<file path="src/rtl/cpu_run_monitor_pkg.sv">
// Shared types and constants for the CPU run/termination monitor.
// Optional build macro: CPU_RUN_MONITOR_CYCLES_EN (frozen cycle-count outputs).
package cpu_run_monitor_pkg;

    // Per-channel lifecycle: armed by start, watches for a held NOP,
    // samples the stack once, then holds its verdict.
    typedef enum logic [2:0] {
        IDLE  = 3'd0,
        RUN   = 3'd1,
        HOLD  = 3'd2,
        CHECK = 3'd3,
        FIN   = 3'd4
    } mon_state_t;

    localparam logic [7:0] NOP_OPCODE = 8'h00;

    localparam int OP_W  = 8;
    localparam int PTR_W = 16;
    localparam int VAL_W = 32;

    // Exactly one bit is set once a channel reaches FIN, none before.
    typedef struct packed {
        logic pass;
        logic fail;
        logic timeout;
    } chan_result_t;

endpackage

</file>
<file path="src/rtl/run_mon_channel.sv">
// One monitor channel: run FSM, cycle budget counter, NOP-hold counter
// and the end-of-run stack compare.
// Optional build macro: CPU_RUN_MONITOR_CYCLES_EN adds the frozen cycle count.
import cpu_run_monitor_pkg::*;

module run_mon_channel #(
    parameter int MAX_CYCLES = 250,
    parameter int NOP_HOLD   = 4,
    parameter int CYC_W      = 16
) (
    input  logic             clk,
    input  logic             rst,
    input  logic             start,
    input  logic [OP_W-1:0]  op_code,
    input  logic [PTR_W-1:0] tos_ptr,
    input  logic [VAL_W-1:0] tos_val,
    input  logic [PTR_W-1:0] exp_ptr,
    input  logic [VAL_W-1:0] exp_val,
    input  logic             val_chk_en,
    output logic [2:0]       state_dbg,
    output logic             pass,
    output logic             fail,
    output logic             timeout
`ifdef CPU_RUN_MONITOR_CYCLES_EN
    ,
    output logic [CYC_W-1:0] cycles
`endif
);

    // Wide enough to hold the value NOP_HOLD itself.
    localparam int NW = $clog2(NOP_HOLD + 1);
    localparam logic [NW-1:0]    NOP_ONE = NW'(1);
    localparam logic [NW-1:0]    NOP_TGT = NW'(NOP_HOLD);
    localparam logic [CYC_W-1:0] CYC_LIM = CYC_W'(MAX_CYCLES - 1);

    mon_state_t   state_q;
    logic [CYC_W-1:0] cyc_q;
    logic [NW-1:0]    nop_q;
    chan_result_t res_q;

    logic             is_nop;
    logic             at_limit;
    logic [CYC_W-1:0] cyc_inc;
    logic [NW-1:0]    nop_inc;
    logic             term_run;
    logic             term_hold;
    logic             ptr_ok;
    logic             val_ok;

    assign is_nop    = (op_code == NOP_OPCODE);
    assign at_limit  = (cyc_q == CYC_LIM);
    assign cyc_inc   = (cyc_q == {CYC_W{1'b1}}) ? cyc_q : cyc_q + 1'b1;
    assign nop_inc   = nop_q + 1'b1;
    // With a hold of one, the first NOP seen in RUN already terminates.
    assign term_run  = is_nop && (NOP_HOLD == 1);
    assign term_hold = is_nop && (nop_inc == NOP_TGT);
    assign ptr_ok    = (tos_ptr == exp_ptr);
    assign val_ok    = !val_chk_en || (tos_val == exp_val);

    // Channel FSM with its counters and registered verdict.
    always_ff @(posedge clk) begin
        if (rst) begin
            state_q <= IDLE;
            cyc_q   <= '0;
            nop_q   <= '0;
            res_q   <= '0;
        end else begin
            case (state_q)
                IDLE, FIN: begin
                    if (start) begin
                        state_q <= RUN;
                        cyc_q   <= '0;
                        nop_q   <= '0;
                        res_q   <= '0;
                    end
                end
                RUN: begin
                    cyc_q <= cyc_inc;
                    if (term_run) begin
                        state_q <= CHECK;
                    end else if (at_limit) begin
                        state_q       <= FIN;
                        res_q.timeout <= 1'b1;
                    end else if (is_nop) begin
                        state_q <= HOLD;
                        nop_q   <= NOP_ONE;
                    end
                end
                HOLD: begin
                    cyc_q <= cyc_inc;
                    if (term_hold) begin
                        state_q <= CHECK;
                        nop_q   <= nop_inc;
                    end else if (at_limit) begin
                        state_q       <= FIN;
                        res_q.timeout <= 1'b1;
                    end else if (is_nop) begin
                        nop_q <= nop_inc;
                    end else begin
                        state_q <= RUN;
                        nop_q   <= '0;
                    end
                end
                CHECK: begin
                    state_q    <= FIN;
                    res_q.pass <= ptr_ok && val_ok;
                    res_q.fail <= !(ptr_ok && val_ok);
                end
                default: begin
                    state_q <= IDLE;
                end
            endcase
        end
    end

`ifdef CPU_RUN_MONITOR_CYCLES_EN
    logic [CYC_W-1:0] cycles_q;

    // cyc stops moving once CHECK or FIN is entered, so capture it there.
    always_ff @(posedge clk) begin
        if (rst) begin
            cycles_q <= '0;
        end else if (start && (state_q == IDLE || state_q == FIN)) begin
            cycles_q <= '0;
        end else if (state_q == CHECK || state_q == FIN) begin
            cycles_q <= cyc_q;
        end
    end

    assign cycles = cycles_q;
`endif

    assign state_dbg = state_q;
    assign pass      = res_q.pass;
    assign fail      = res_q.fail;
    assign timeout   = res_q.timeout;

endmodule

</file>
<file path="src/rtl/cpu_run_monitor.sv">
// N-channel run/termination checker for parallel CPU instances.
// Optional build macro: CPU_RUN_MONITOR_CYCLES_EN adds the `cycles` output.
//
// Handshake: start is a one-cycle request, taken only when no channel is
// busy and the previous run is complete (done=1) or nothing has run yet
// (all channels IDLE); a start seen at any other time is dropped. done is
// the result-valid flag: while it is 1, pass/fail/timeout are stable and
// remain so until the next accepted start or rst.
import cpu_run_monitor_pkg::*;

module cpu_run_monitor #(
    parameter int NCH        = 7,
    parameter int MAX_CYCLES = 250,
    parameter int NOP_HOLD   = 4,
    parameter int CYC_W      = 16
) (
    input  logic                 clk,
    input  logic                 rst,
    input  logic                 start,
    input  logic [NCH*8-1:0]     op_code,
    input  logic [NCH*16-1:0]    tos_ptr,
    input  logic [NCH*32-1:0]    tos_val,
    input  logic [NCH*16-1:0]    exp_ptr,
    input  logic [NCH*32-1:0]    exp_val,
    input  logic [NCH-1:0]       val_chk_en,
    output logic                 busy,
    output logic                 done,
    output logic [NCH-1:0]       pass,
    output logic [NCH-1:0]       fail,
    output logic [NCH-1:0]       timeout
`ifdef CPU_RUN_MONITOR_CYCLES_EN
    ,
    output logic [NCH*CYC_W-1:0] cycles
`endif
);

    logic [NCH*3-1:0] state_v;
    logic [NCH-1:0]   active_v;
    logic [NCH-1:0]   idle_v;
    logic [NCH-1:0]   fin_v;
    logic             start_acc;
    logic             done_q;

    for (genvar i = 0; i < NCH; i++) begin : g_ch
        run_mon_channel #(
            .MAX_CYCLES (MAX_CYCLES),
            .NOP_HOLD   (NOP_HOLD),
            .CYC_W      (CYC_W)
        ) u_ch (
            .clk        (clk),
            .rst        (rst),
            .start      (start_acc),
            .op_code    (op_code[8*i +: 8]),
            .tos_ptr    (tos_ptr[16*i +: 16]),
            .tos_val    (tos_val[32*i +: 32]),
            .exp_ptr    (exp_ptr[16*i +: 16]),
            .exp_val    (exp_val[32*i +: 32]),
            .val_chk_en (val_chk_en[i]),
            .state_dbg  (state_v[3*i +: 3]),
            .pass       (pass[i]),
            .fail       (fail[i]),
            .timeout    (timeout[i])
`ifdef CPU_RUN_MONITOR_CYCLES_EN
            ,
            .cycles     (cycles[CYC_W*i +: CYC_W])
`endif
        );

        assign idle_v[i]   = (state_v[3*i +: 3] == IDLE);
        assign fin_v[i]    = (state_v[3*i +: 3] == FIN);
        assign active_v[i] = !idle_v[i] && !fin_v[i];
    end

    assign busy      = |active_v;
    assign start_acc = start && !busy && (done_q || (&idle_v));

    // done follows "every channel in FIN" by one cycle and drops on restart.
    always_ff @(posedge clk) begin
        if (rst) begin
            done_q <= 1'b0;
        end else begin
            done_q <= (&fin_v) && !start_acc;
        end
    end

    assign done = done_q;

endmodule

</file>
<file path="config.mk">
export PLATFORM = sky130hd
export DESIGN_NAME = cpu_run_monitor
export DESIGN_NICKNAME = d
export VERILOG_FILES = /design/src/rtl/cpu_run_monitor_pkg.sv /design/src/rtl/run_mon_channel.sv /design/src/rtl/cpu_run_monitor.sv
export SDC_FILE = /design/constraint.sdc
export NUM_CORES = 1
export LEC_CHECK = 0
export BUFFER_PORTS_ARGS = -buffer_cell sky130_fd_sc_hd__buf_2
export CAP_MARGIN = 20
export CORE_AREA = 2 2 300 302
export CTS_BUF_LIST = sky130_fd_sc_hd__clkbuf_8
export CTS_CLUSTER_DIAMETER = 60
export DETAILED_ROUTE_END_ITERATION = 7
export DIE_AREA = 0 0 302 304
export PLACE_DENSITY = 0.32
export SETUP_SLACK_MARGIN = 0.5
export SYNTH_ARGS = -nofsm -noshare
export SYNTH_HDL_FRONTEND = slang
export SYNTH_SLANG_ARGS = --single-unit
</file>
<file path="constraint.sdc">
create_clock -name clk -period 4.58 [get_ports clk]
set_input_delay 0.687 -clock clk [delete_from_list [all_inputs] [get_ports clk]]
set_output_delay 0.687 -clock clk [all_outputs]
set_load 0.01 [all_outputs]
</file>
Word level (Yosys, flattened, before mapping). Index checks and enable logic that the tools add are counted.

Register bits: 176. Word-level logic and storage cells: 454.

$add $sub $neg: 14. Equal/unequal tests: 119. Mux-type cells: 129. Reduce and logical (&&, ||, !) cells: 149.

Operators with widths (count): == test 32 bit (7); case mux 16 bit (2 select lines) (7); 2-to-1 mux 3 bit (72); 2-to-1 mux 16 bit (8); adder 16 x 1 -> 16 bit (second input constant) (7); == test 16 bit (7); == test 16 bit (second input constant) (7); == test 16 x 8 -> 1 bit (second input constant) (7); case mux 3 bit (4 select lines) (7); case mux 3 bit (3 select lines) (7); AND reduction 3 bit (21); logical NOT 8 bit (7); inequality test 2 bit (second input constant) (28); == test 3 x 2 -> 1 bit (second input constant) (14); == test 3 bit (second input constant) (14); AND reduction 5 bit (7); logical NOT 1 bit (30); inequality test 4 bit (second input constant) (7); case mux 2 bit (2 select lines) (7); nonzero test 2 bit (14); OR reduction 2 bit (14); logical AND 1 bit (24); adder 3 x 1 -> 3 bit (second input constant) (7); == test 3 x 1 -> 1 bit (second input constant) (7); 11 further kinds (74).

Longest topological paths before layout.
Word-level depth: 9. Depth in mapped cells: 11. Depth with buffers taken out: 8.

Modules after synthesis. A second synthesis with hierarchy kept.

Cells, all modules: 1672. Area, all modules: 13855.8 µm².

By module, submodules not included: run_mon_channel at g_ch[0].u_ch ... (instances 4, cells an instance 236, area each 1965.6 µm²); run_mon_channel at g_ch[5].u_ch ... (instances 2, cells an instance 233, area each 1894.3 µm²); run_mon_channel at g_ch[4].u_ch (instances 1, cells an instance 248, area each 2070.7 µm²); cpu_run_monitor (instances 1, cells an instance 14, area each 133.9 µm²).

Worst setup path after synthesis. Ideal clock, no wire load.

Kind: input port to flip-flop. Start point: input op_code[37]. End point: register g_ch[4].u_ch.nop_q[2]. Setup time: 0.070 ns. Arrival: 2.390 ns. Data required time: 4.510 ns. Path slack: 2.120 ns. Stages on the path: 6. Buffers on the path: 0. Cells stage by stage: or4_4 > nor2_8 > a311oi_2 > a211o_1 > or4_1 > a21oi_1.

Word-level cells in the longest chain between the ends: 5. Elaborated cells on any way between the ends: 9. Classes of those cells: 2 x eq/ne; 4 x mux; 3 x reduce/logical.

RTL lines: start, declared (RTL line cpu_run_monitor.sv:20) `input logic [NCH*8-1:0] op_code,`; logical NOT 8 bit (*) (RTL line run_mon_channel.sv:50) `assign is_nop = (op_code == NOP_OPCODE);`; 2-to-1 mux 3 bit (RTL line run_mon_channel.sv:97) `end else if (is_nop) begin`; 2-to-1 mux 3 bit (RTL line run_mon_channel.sv:94) `end else if (at_limit) begin`; 2-to-1 mux 3 bit (RTL line run_mon_channel.sv:91) `if (term_hold) begin`; case mux 3 bit (3 select lines) (RTL line run_mon_channel.sv:68) `case (state_q)`; end signal, assigned (RTL line run_mon_channel.sv:93) `nop_q <= nop_inc;`; end signal, assigned (RTL line run_mon_channel.sv:98) `nop_q <= nop_inc;`; end, declared (RTL line run_mon_channel.sv:38) `logic [NW-1:0] nop_q;`.

Every way passes the cells marked *; elsewhere a longest branch is shown, timed or not. The select of a mux whose other input is x is not followed. A chain may end at the register's enable or synchronous reset.

Worst setup path after layout.
Start point: register g_ch[1].u_ch.state_q[0]. End point: register g_ch[4].u_ch.nop_q[2].

Word-level cells in the longest chain between the ends: 9. Elaborated cells on any way between the ends: 13. Classes of those cells: 2 x eq/ne; 11 x reduce/logical.

RTL lines: start, declared (RTL line run_mon_channel.sv:36) `mon_state_t state_q;`; start signal, assigned (RTL line run_mon_channel.sv:63) `state_q <= IDLE;`; start signal, assigned (RTL line run_mon_channel.sv:71) `state_q <= RUN;`; start signal, assigned (RTL line run_mon_channel.sv:80) `state_q <= CHECK;`; == test 3 bit / logical NOT 3 bit (equally long branches) (RTL line cpu_run_monitor.sv:70, cpu_run_monitor.sv:69); logical NOT 1 bit (RTL line cpu_run_monitor.sv:71) `assign active_v[i] = !idle_v[i] && !fin_v[i];`; logical AND 1 bit (RTL line cpu_run_monitor.sv:71); OR reduction 7 bit (RTL line cpu_run_monitor.sv:74) `assign busy = |active_v;`; logical NOT 1 bit (RTL line cpu_run_monitor.sv:75) `assign start_acc = start && !busy && (done_q || (&idle_v));`; logical AND 1 bit (RTL line cpu_run_monitor.sv:75); logical AND 1 bit (*) (RTL line cpu_run_monitor.sv:75); inequality test 2 bit (no source line) (*); AND reduction 5 bit (no source line) (*).

Every way passes the cells marked *; elsewhere a longest branch is shown, timed or not.

==> results.md <==
- Hold Vio Cnt, Final: 0
- CTS root buf: clkbuf_8
- Worst path max stage delay: 0.71 ns
- Crit end category: flip-flop
- Yosys warning count: 0
- Final setup skew: slightly below 0.02 ns
- P_sw: 2.51 mW
- Clock Latency Late Sink: roughly 0.56 ns
- Clock-pin slew on the worst setup and hold paths: 0.10 ns
- Tcrit/Tclk final: 71.8%
- Antenna Nets Post-Route: 0
- Arr. time, crit path: 3.79 ns
- Pins Over Slew Limit: 0
- CTS Buf Count: 17
- TritonCTS clock tree: yes
- Cell Pwr Density: 302 nW/um2
- DPL Wire Length: 98.2 mm
- CTS Buffer Depth: 2
- Placement row count: 110
- Post-detailed-route via-to-cell ratio: 4.38
- Average wire per standard cell: ~30 um
- Sw Share: 43.8%
- Sequential Power Share: 31.2%
- RSZ-0062 raised after global routing: false
- Comb pwr share: 46.8%
- TNS Setup: 0 ns
- Final nets: ~3100
- Bufs and invs on worst path: 0
- Die X-Extent: 302 um
- Tightest Pin Transition: 1.08 ns
- P_int: between 3 and 4 mW
- Hold crit path type: reg -> reg
- Initial Util: 15.1%
- Initial antenna violation count: 104
- Largest net degree at the start of global routing: 81
- DRC violations left: 0
- CP max-delay cell: nor4_1
- Post-synth EDFFs: 0
- Global-route wire length before repair: roughly 140 mm
- Worst slew margin: 27.3%
- VDD IR-drop max: 0.251 mV
- Num Clock Sinks: about 180
- Total die area: about 92000 um2
- Cells after Synth: 1651
- Post-CTS setup buffers: 0
- Crit-path leading delay family: simple AND/OR/NAND/NOR gates
- Crit path cell chain: nor4_1, and4_1, nand2_4, a211o_1, or4_1, a21oi_1
- Total power: 5.72 mW
- PortBufs: 760
- H-tree level count: 4
- Total Routing Usage GR: 23.1%
- Vias in the first global route: 15500
- Main flop type after synthesis: dfxtp_1
- Final Wtd Congestion: 1.01
- Clk pwr share: a little over a fifth
- Most frequent cells in the layout: 760 x buf_2, 289 x xor2_1, 176 x dfxtp_1, 154 x nor2_1, 145 x xnor2_1
- DRT Pass-1 Iters: 5
- Commonest non-fill, non-tap cell in the layout: buf_2
- Sequential cell area fraction in the yosys report: 26.2%
- Final setup viols: 0
- Share of cells above drive strength 1: 35.6%
- Vias: 15700
- Syn_nets: around 2400
- Leakage: 7.92 nW
- Crit start category: flip-flop
- WS Path Type: reg -> reg
- Core area: 89000 um2
- Die height: just over 300 um
- Crit path max fanout: 45
- IO Pins: 761
- Netlist cell types: 79
- Fin Hold WS: 0.464 ns
- DR iter-0 viols: 1186
- Yosys reg bits: 176
- PostCTS Resize Cnt: 0
- Area of the mapped netlist: 13400 um2
- Hold buffers post-CTS: 0
- Avg Inst Size Synth: 8.15 um2
- Final Critical Period: between 3 and 4 ns
- Routed WL: 108 mm
- Worst Path Required: 5.08 ns
- Ys async rst share: 0%
- Fmax: roughly 300 MHz
- Max Cap Viol: 0
- P&R area growth vs syn: 40.9%
- Total gr overflow: 0
- Status: completed
## cell type report
type	count	area, um2
flip-flops and latches	176	3520
multi-input cells	1359	9380
fillers	10100	70100
clock buffers	19	262
repair buffers	770	3890
well taps	1176	1470
inverters	39	149
clock inverters	11	165
diodes	40	100
## power groups by stage
stage               sequential [mW]  combinational (mW)  clock [mW]
finish                         1.79                2.68        1.26
global route                   1.81                2.93        1.38
global placement               1.82                2.67           0
CTS                            1.79                2.69        1.34
floorplan                      1.73                1.65           0
detailed placement             1.82                2.68           0
## cells in the mapped netlist (17+ instances only)
library cell  instances  share of area (%)
a211oi_1             19                1.1
and3_1               25                1.2
nand2b_1             19               0.88
dfxtp_1             176                 26
and4_1               17                1.1
ha_1                 28                2.6
nor3_1               17               0.63
nor2_1              154                4.3
a21oi_1              71                2.6
nand2_1              91                2.5
xor2_1              289                 19
xnor2_1             145                9.4
inv_1                37                1.0
o21ai_0              41                1.5
nor4_1               88                4.1
nand3_1              79                2.9
or3_1                20               0.93
nand4_1              80                3.7
clkbuf_1             37                1.0
buf_4                24                1.3
## metrics by stage
step | setup slack (ns) | instances | cell area [um2] | utilization [%]
after global routing | 1.20 | 3576 | 18900 | 21.2
after detailed placement | 1.35 | 3520 | 18400 | 20.7
final | 1.29 | 3590 | 18900 | 21.3
after global placement | 1.38 | 3520 | 18400 | 20.7
after floorplan | 2.12 | 1651 | 13400 | -
after CTS | 1.35 | 3550 | 18800 | 21.2
## state kept, by name (all words and copies together) (netlist names)
signal / cells
g_ch.u_ch.cyc_q: 112
g_ch.u_ch.nop_q: 21
g_ch.u_ch.state_dbg: 21
g_ch.u_ch.fail: 7
g_ch.u_ch.pass: 7
g_ch.u_ch.timeout: 7
done: 1
## path summary, 6_finish.rpt
path                                                        startpoint                                  to  slack, ns  cells past startpoint
worst min-delay path                 g_ch[1].u_ch.timeout$_SDFFE_PP0P_   g_ch[1].u_ch.timeout$_SDFFE_PP0P_       0.46                      2
worst max-delay path            g_ch[1].u_ch.state_dbg[0]$_SDFFE_PP0P_  g_ch[4].u_ch.nop_q[2]$_SDFFE_PP0P_       1.29                      6
worst max register to register  g_ch[1].u_ch.state_dbg[0]$_SDFFE_PP0P_  g_ch[4].u_ch.nop_q[2]$_SDFFE_PP0P_       1.29                      6
worst min register to register       g_ch[1].u_ch.timeout$_SDFFE_PP0P_   g_ch[1].u_ch.timeout$_SDFFE_PP0P_       0.46                      2
## metal layers
| layer | GRT usage (%) | routed length (um) | vias to the layer above |
|---|---|---|---|
| li1 | - | - | 7311 |
| met2 | 35.0 | 47300 | 703 |
| met5 | 0 | 115 | - |
| met4 | 10.4 | 4640 | 18 |
| met1 | 31.7 | 50800 | 7480 |
| met3 | 4.01 | 5620 | 200 |
## cells by family after synthesis
family / synth area share (%)
fa+ha+maj: 2.61
flops: 26.2
buf+inv: 4.08
mux: 1.39
xor+xnor: 28.3
simple gates: 26.9
compound gates: 10.6
## worst reg2reg max path, stage by stage (launching register included)
cell     delay, ns
dfxtp_1       0.41
nor4_1        0.71
and4_1        0.52
nand2_4       0.48
a211o_1       0.50
or4_1         0.48
a21oi_1       0.14
Note: power is estimated with default switching activity, not from simulation.
